--- config.mk ---
export PLATFORM = sky130hd
export DESIGN_NAME = disparo_mapa
export DESIGN_NICKNAME = d
export VERILOG_FILES = /design/src/rtl/disparo_mapa.sv
export SDC_FILE = /design/constraint.sdc
export NUM_CORES = 1
export LEC_CHECK = 0
export CAP_MARGIN = 20
export CORE_ASPECT_RATIO = 1.2
export CORE_MARGIN = 4
export CORE_UTILIZATION = 35
export CTS_BUF_LIST = sky130_fd_sc_hd__clkbuf_4
export DETAILED_ROUTE_END_ITERATION = 12
export SYNTH_ARGS = -nofsm -noshare
export SYNTH_HDL_FRONTEND = slang
export SYNTH_SLANG_ARGS = --single-unit
--- constraint.sdc ---
create_clock -name clk_div -period 9.4 [get_ports clk_div]
set_input_delay 1.88 -clock clk_div [delete_from_list [all_inputs] [get_ports clk_div]]
set_output_delay 1.88 -clock clk_div [all_outputs]
set_load 0.02 [all_outputs]
--- src/rtl/disparo_mapa.sv ---
// disparo_mapa: battleship shot handler tracking fired cells, hits, counters and game end
module disparo_mapa #(
  parameter int MAX_TIROS = 20
) (
  input  logic        clk_div,
  input  logic        reset,
  input  logic        ativo,
  input  logic        botao,
  input  logic [2:0]  linha,
  input  logic [2:0]  coluna,
  input  logic [34:0] pos,
  output logic [34:0] mapa_tiros,
  output logic [34:0] mapa_acertos,
  output logic [5:0]  tiros,
  output logic [5:0]  acertos,
  output logic        acerto,
  output logic        agua,
  output logic        repetido,
  output logic        invalido,
  output logic        fim_jogo,
  output logic        vitoria
);
  typedef enum logic [1:0] {ESPERA, JOGANDO, VERIFICA, FIM} state_t;
  state_t state, state_n;
  logic b_q, pend, win, fire, inv, rep, novo, hit;
  logic [2:0] lin_q, col_q;
  logic [5:0] idx, total, total_n, tiros_n, acertos_n;
  // shot classification for the latched coordinate
  always_comb begin
    fire      = botao && !b_q;
    idx       = {3'b000, lin_q} * 6'd5 + {3'b000, col_q};
    inv       = lin_q > 3'd6 || col_q > 3'd4;
    rep       = !inv && mapa_tiros[idx];
    novo      = !inv && !rep;
    hit       = novo && pos[idx];
    tiros_n   = tiros + 6'(novo);
    acertos_n = acertos + 6'(hit);
    total_n   = 6'($countones(pos));
  end
  // state register
  always_ff @(posedge clk_div)
    state <= reset ? ESPERA : state_n;
  // next-state logic; dropping ativo always wins over the shot result, and a win beats running out of shots
  always_comb begin
    state_n = state;
    unique case (state)
      ESPERA:   state_n = !ativo ? ESPERA : (total_n == 6'd0) ? FIM : JOGANDO;
      JOGANDO:  state_n = !ativo ? ESPERA : pend ? VERIFICA : JOGANDO;
      VERIFICA: state_n = !ativo ? ESPERA : (acertos_n == total || tiros_n == 6'(MAX_TIROS)) ? FIM : JOGANDO;
      FIM:      state_n = ativo ? FIM : ESPERA;
    endcase
  end
  // game-over outputs derived from state
  always_comb begin
    fim_jogo = state == FIM;
    vitoria  = fim_jogo && win;
  end
  // button edge register runs in every state
  always_ff @(posedge clk_div)
    b_q <= reset ? 1'b0 : botao;
  // datapath: a fire event is latched one edge before VERIFICA so results land two edges after the press
  always_ff @(posedge clk_div) begin
    if (reset || !ativo) begin
      {acerto, agua, repetido, invalido} <= 4'b0000;
      mapa_tiros   <= '0;
      mapa_acertos <= '0;
      tiros        <= '0;
      acertos      <= '0;
      total        <= '0;
      win          <= 1'b0;
      pend         <= 1'b0;
      lin_q        <= '0;
      col_q        <= '0;
    end else begin
      {acerto, agua, repetido, invalido} <= 4'b0000;
      pend <= state == JOGANDO && fire;
      if (state == JOGANDO && fire) begin
        lin_q <= linha;
        col_q <= coluna;
      end
      if (state == ESPERA) begin
        total <= total_n;
        win   <= total_n == 6'd0;
      end
      if (state == VERIFICA) begin
        {acerto, agua, repetido, invalido} <= {hit, novo && !hit, rep, inv};
        mapa_tiros   <= mapa_tiros | (35'(novo) << idx);
        mapa_acertos <= mapa_acertos | (35'(hit) << idx);
        tiros        <= tiros_n;
        acertos      <= acertos_n;
        win          <= acertos_n == total;
      end
    end
  end
endmodule

==> results of run 1 <==
[stage by stage]
| stage | hold WS, ps | power [W] |
|---|---|---|
| 4_1_cts | 461 | 0.00132 |
| 5_1_grt | 470 | 0.00144 |
| 2_1_floorplan | 463 | 0.000947 |
| 6_report | 455 | 0.00131 |
| 3_5_place_dp | 439 | 0.00109 |
| 3_3_place_gp | 439 | 0.00106 |
[layout make-up]
class                   count  area (sq um)  area share [%]
flip-flops and latches    103          2060            27.1
multi-input cells         456          3460            45.5
inverters                  65           244            3.21
repair buffers            143          1440            18.9
diodes                      1          2.50          0.0329
well taps                 212           265            3.49
clock inverters             7          73.8           0.970
clock buffers               9          67.6           0.888
[report_power, final]
part           internal, W  switching (W)  total [W]
Sequential        0.000449      0.0000114   0.000461
Clock            0.0000630       0.000168   0.000231
Combinational     0.000280       0.000335   0.000615
[sequential cells by signal, summed over array words and instances, names as in the netlist, 2 cells and up]
signal,cells
acertos,6
col_q,3
lin_q,3
mapa_acertos,35
mapa_tiros,35
state,2
tiros,6
total,6
[logic make-up (layout without fill, tap and decap cells)]
kind of cell	Yosys count	count (layout)	synth area share [%]
compound gates	111	111	11.5
xor+xnor	24	24	3.92
fa+ha+maj	48	48	13.6
buf+inv	104	224	7.50
flops	103	103	34.7
mux	26	26	8.11
other cells	0	1	0
simple gates	247	247	20.6
[placed cells by master, fill, tap and decap left out, types with 2 or more instances in the layout]
master,netlist,routed
a211oi_1,4,4
a21o_1,2,2
a21oi_1,17,17
a31oi_1,4,4
and2_1,14,14
and3_1,7,7
buf_4,3,8
clkbuf_4,0,9
clkdlybuf4s50_1,0,132
clkinvlp_4,0,2
dfxtp_1,103,103
fa_1,28,28
ha_1,20,20
inv_1,65,65
inv_8,0,3
mux2i_1,8,8
mux4_1,2,2
mux4_2,15,15
nand2_1,115,115
nand2b_1,3,3
nand3_1,15,15
nand4_1,24,24
nor2_1,36,36
nor2_2,2,2
nor2b_1,6,5
nor3_1,7,6
nor3_2,1,2
nor4_2,3,3
nor4_4,2,2
nor4b_2,2,2
o21ai_0,12,12
o21ai_1,56,56
o31ai_1,4,4
o31ai_2,6,6
or3_1,2,2
or4_1,2,2
xnor2_1,16,15
xnor2_2,1,2
xor2_1,5,5
xor2_2,2,2
[layer usage]
metal  up-vias  global-route usage [%]
li1       2475                       -
met1      2393                    21.9
met2       144                    31.2
met3        25                    3.02
met4         0                    7.14
met5         -                       0
[worst reg2reg max path, stage by stage (launching register included)]
cell and delay (ps):
dfxtp_1 430, ha_1 260, ha_1 310, ha_1 280, a21o_1 170, a21oi_1 350
xor2_2 810, nand3_1 270, a31oi_4 720, buf_4 510, nor3_1 160, ha_1 260
ha_1 230, and2_1 180, nor2b_1 120, o311ai_0 320, a211oi_1 150, o31ai_1 280
a31oi_1 120
[path summary, 6_finish.rpt]
check / from / to / slack, ps / cells after the start
worst max-delay path: pos[11] / state[1]$_SDFF_PP0_ / 2750 / 18
worst min-delay path: mapa_acertos[29]$_SDFFE_PP0P_ / mapa_acertos[29]$_SDFFE_PP0P_ / 460 / 2
worst max register to register: lin_q[2]$_SDFFE_PP0P_ / state[1]$_SDFF_PP0_ / 3390 / 18
worst min register to register: mapa_acertos[29]$_SDFFE_PP0P_ / mapa_acertos[29]$_SDFFE_PP0P_ / 460 / 2
==> flow_metrics.env, run 1 <==
export IMPL_status="completed"
export IMPL_cts_hold_buf=0
export IMPL_cp_arrival_ps=7060
export IMPL_syn_instance_count=663
export IMPL_drv_slew=0
export IMPL_ys_types=55
export IMPL_critPathKind="primary input to flop"
export IMPL_drt_initial_drc_count=291
export IMPL_totalNegativeSetupSlack_ps=0
export IMPL_rsz0062_at_grt="no"
export IMPL_grt_ovfl_total=0
export IMPL_cts_resized=0
export IMPL_fin_cells=996
export IMPL_clk_pin_slew_ps=180
export IMPL_dieArea_sq_um=19100
export IMPL_met2_length_um=8670
export IMPL_routed_wl_um=16800
export IMPL_rows=51
export IMPL_grt_max_degree=74
export IMPL_cts_setup_buffers=0
export IMPL_leakage_nw=2.89
export IMPL_hold_viol_final=0
export IMPL_clk_latency_ps=480
export IMPL_period_needed_ps=6650
export IMPL_ioPinCount=133
export IMPL_hpwl_um=12800
export IMPL_top_layer="met4"
export IMPL_wl_met1_um=6870
export IMPL_hold_path_class="flop to flop"
export IMPL_placed_area_sq_um=7430
export IMPL_synth_common_cells="115 x nand2_1, 103 x dfxtp_1, 65 x inv_1"
export IMPL_crit_required_ps=9810
export IMPL_cts_root_buf="clkbuf_4"
export IMPL_antenna_found_initial=1
export IMPL_cts_buffers=9
export IMPL_cts_path_max_buffers=2
export IMPL_worst_slew_pin_slew_ps=989
export IMPL_finalCritPeriodShare_pct=70.8
export IMPL_crit_path_start_kind="primary input"
export IMPL_synth_largest_area_cell="dfxtp_1"
export IMPL_start_util_pct=36.1
export IMPL_gp_congestion=0.810
export IMPL_seq_area_frac_synth_pct=34.7
export IMPL_coreArea_sq_um=16500
export IMPL_vias=5037
export IMPL_die_x_um=127
export IMPL_crit_path_max_incr_delay_ps=540
export IMPL_clkSinkCount=103
export IMPL_antenna_left=0
export IMPL_cts_tree="yes"
export IMPL_syn_num_nets=756
export IMPL_setup_viol=0
export IMPL_powerDensity_nw_per_um2=172
export IMPL_fillers=1628
export IMPL_viasPerCell=5.06
export IMPL_nNetsFinal=871
export IMPL_critPathBufInv=5
export IMPL_cpLargestDelayFamily="adder cells"
export IMPL_slew_headroom_pct=34.0
export IMPL_design_area_sq_um=7610
export IMPL_maxCapViolCount=0
export IMPL_areaGrowthSynthToFinish_pct=28.1
export IMPL_synth_top_area_share_pct=34.7
export IMPL_crit_top_cell="fa_1"
export IMPL_clock_skew_ps=20.2
export IMPL_first_global_vias=5149
export IMPL_place_ws_ps=2230
export IMPL_max_freq_mhz=150
export IMPL_synth_most_common_cell="nand2_1"
export IMPL_cts_max_level=3
export IMPL_grt_use_total_pct=17.9
export IMPL_dp_cells=977
export IMPL_fin_util_pct=46.2
export IMPL_grt_pass1_wl_um=27000
export IMPL_path_cells="clkdlybuf4s50_1, inv_1, fa_1, inv_1, fa_1, inv_1, fa_1, fa_1, fa_1, fa_1, fa_1, fa_1, inv_1, a21o_1, a21oi_1, xnor2_1, o2111ai_1, a31oi_1"
export IMPL_dr_pass1_iters=4
export IMPL_synth_seq_cells=103
export IMPL_wire_per_inst_um=16.9
export IMPL_port_buffers=132
export IMPL_met3_wirelength_um=850
export IMPL_ys_warn_count=0
export IMPL_cp_max_fo=2
export IMPL_async_flop_share_pct=0
export IMPL_synth_main_ff_cell="dfxtp_1"
export IMPL_critPathCaptureType="flop"
export IMPL_slowest_stage="fa_1"
export IMPL_vdd_ir_drop_max_mv=0.161
export IMPL_drive_gt1_share_pct=8.81
export IMPL_synth_area_leaders="dfxtp_1 35%, fa_1 9.4%, nand2_1 7.3%, mux4_2 5.7%, o21ai_1 4.7%"
export IMPL_drcViolationCount=0
export IMPL_final_setup_worst_slack_ps=2750
export IMPL_synth_area_sq_um=5940
export IMPL_synth_area_per_cell_sq_um=8.96
export IMPL_synth_edf_count=0
export IMPL_die_h_um=151
No activity file was read; power rests on OpenSTA's default activity.
==> inputs of run 2 (changes only) <==
Clock period 9.4 ns to 6.4 ns, I/O delays scaled along.
==> flow_metrics.env, run 2 (synthesis results as in run 1) <==
export IMPL_status="completed"
export IMPL_hpwl_um=13000
export IMPL_vdd_ir_drop_max_mv=0.301
export IMPL_dieArea_sq_um=19100
export IMPL_grt_max_degree=74
export IMPL_hold_path_class="flop to flop"
export IMPL_layout_commonest_cell="clkdlybuf4s50_1"
export IMPL_hold_viol_final=0
export IMPL_ioPinCount=133
export IMPL_grt_ovfl_total=0
export IMPL_crit_path_max_incr_delay_ps=530
export IMPL_routed_wl_um=16800
export IMPL_path_cells="clkdlybuf4s50_1, inv_1, fa_1, inv_1, fa_1, inv_1, fa_1, fa_1, fa_1, fa_1, fa_1, fa_1, inv_1, a21o_1, a21oi_1, xnor2_1, o2111ai_1, a31oi_1"
export IMPL_cp_max_fo=2
export IMPL_coreArea_sq_um=16500
export IMPL_wire_per_inst_um=16.8
export IMPL_place_ws_ps=-109
export IMPL_drt_initial_drc_count=259
export IMPL_grt_pass1_wl_um=26600
export IMPL_clock_skew_ps=34.1
export IMPL_vias=5126
export IMPL_slew_headroom_pct=35.3
export IMPL_totalNegativeSetupSlack_ps=0
export IMPL_fin_cells=1001
export IMPL_period_needed_ps=6030
export IMPL_nNetsFinal=876
export IMPL_cts_root_buf="clkbuf_4"
export IMPL_rows=51
export IMPL_rsz0062_at_grt="no"
export IMPL_cp_arrival_ps=6450
export IMPL_finalCritPeriodShare_pct=94.3
export IMPL_powerDensity_nw_per_um2=255
export IMPL_grt_use_total_pct=17.6
export IMPL_die_h_um=151
export IMPL_top_regs="mapa_acertos x35, mapa_tiros x35"
export IMPL_crit_path_start_kind="primary input"
export IMPL_dr_pass1_iters=5
export IMPL_clk_latency_ps=490
export IMPL_maxCapViolCount=0
export IMPL_crit_top_cell="fa_1"
export IMPL_areaGrowthSynthToFinish_pct=28.4
export IMPL_start_util_pct=36.1
export IMPL_port_buffers=132
export IMPL_cts_setup_buffers=0
export IMPL_final_setup_worst_slack_ps=367
export IMPL_drive_gt1_share_pct=9.39
export IMPL_antenna_left=0
export IMPL_drv_slew=0
export IMPL_dp_cells=983
export IMPL_critPathKind="primary input to flop"
export IMPL_cts_buffers=9
export IMPL_critPathBufInv=5
export IMPL_worst_slew_pin_slew_ps=962
export IMPL_first_global_vias=5170
export IMPL_cts_max_level=3
export IMPL_drcViolationCount=0
export IMPL_cts_hold_buf=0
export IMPL_hold_ws_ps=455
export IMPL_leakage_nw=2.92
export IMPL_critPathCaptureType="flop"
export IMPL_mostFrequentLayoutCells="132 x clkdlybuf4s50_1, 115 x nand2_1, 103 x dfxtp_1"
export IMPL_cts_tree="yes"
export IMPL_slowest_stage="fa_1"
export IMPL_cts_resized=0
export IMPL_viasPerCell=5.12
export IMPL_cts_path_max_buffers=2
export IMPL_power_w=0.00195
export IMPL_clk_pin_slew_ps=170
export IMPL_crit_required_ps=6820
export IMPL_cpLargestDelayFamily="adder cells"
export IMPL_gp_congestion=0.808
export IMPL_max_freq_mhz=166
export IMPL_fillers=1619
export IMPL_setup_viol=0
export IMPL_antenna_found_initial=1
export IMPL_clkSinkCount=103
export IMPL_die_x_um=127
## run 2: cell types whose count changed in the layout (fill, tap and decap cells not counted)
cell,delta
bufinv_16,+1
clkinv_2,+1
clkinvlp_4,-1
buf_4,+7
buf_16,-1
buf_8,-1
clkinv_8,-1
## run 2: final timing paths
kind / from / to / slack (ps) / cells past startpoint
setup reg to reg: lin_q[2]$_SDFFE_PP0P_ / state[1]$_SDFF_PP0_ / 1160 / 18
hold reg to reg: mapa_acertos[8]$_SDFFE_PP0P_ / mapa_acertos[8]$_SDFFE_PP0P_ / 460 / 2
setup / recovery: pos[11] / state[1]$_SDFF_PP0_ / 370 / 18
hold / removal: mapa_acertos[8]$_SDFFE_PP0P_ / mapa_acertos[8]$_SDFFE_PP0P_ / 460 / 2
## run 2: through the flow
step | utilization [%] | cell area [sq um]
2_1_floorplan | - | 5940
3_3_place_gp | 45.3 | 7460
3_5_place_dp | 45.3 | 7460
4_1_cts | 46.3 | 7620
5_1_grt | 46.3 | 7630
6_report | 46.3 | 7630
## run 2: layer usage
layer | up-vias | track usage (%) | wire (um)
met5 | - | 0 | 0
met4 | 0 | 7.67 | 499
met3 | 34 | 2.98 | 875
met2 | 164 | 30.8 | 8620
met1 | 2458 | 21.4 | 6800
li1 | 2470 | - | -
## run 2: area by class of cell
class	count	area (sq um)	area share, %
sequential	103	2060	27.0
antenna	1	2.50	0.0328
clock buffer	9	67.6	0.886
clock inverter	7	85.1	1.12
timing repair buffer	148	1450	18.9
tap	212	265	3.48
multi-input combinational	456	3460	45.3
inverter	65	244	3.20
## run 2: report_power, final
group          leakage, nW  switching [W]  internal [W]  total, W
Combinational         2.00       0.000478      0.000424  0.000902
Sequential           0.831      0.0000175      0.000660  0.000678
Clock               0.0823       0.000240      0.000128  0.000368
Total                 2.92       0.000736       0.00121   0.00195
## run 2: worst reg2reg max path: stages (launching register included)
cell,delay [ps]
dfxtp_1,430
ha_1,260
ha_1,310
fa_1,480
xnor2_2,490
nand2_1,330
o21ai_1,290
nor4_4,50
buf_4,200
a311oi_4,460
nor3_1,190
ha_1,270
ha_1,240
and2_1,180
nor2b_1,130
o311ai_0,320
a211oi_1,150
o31ai_1,270
a31oi_1,110
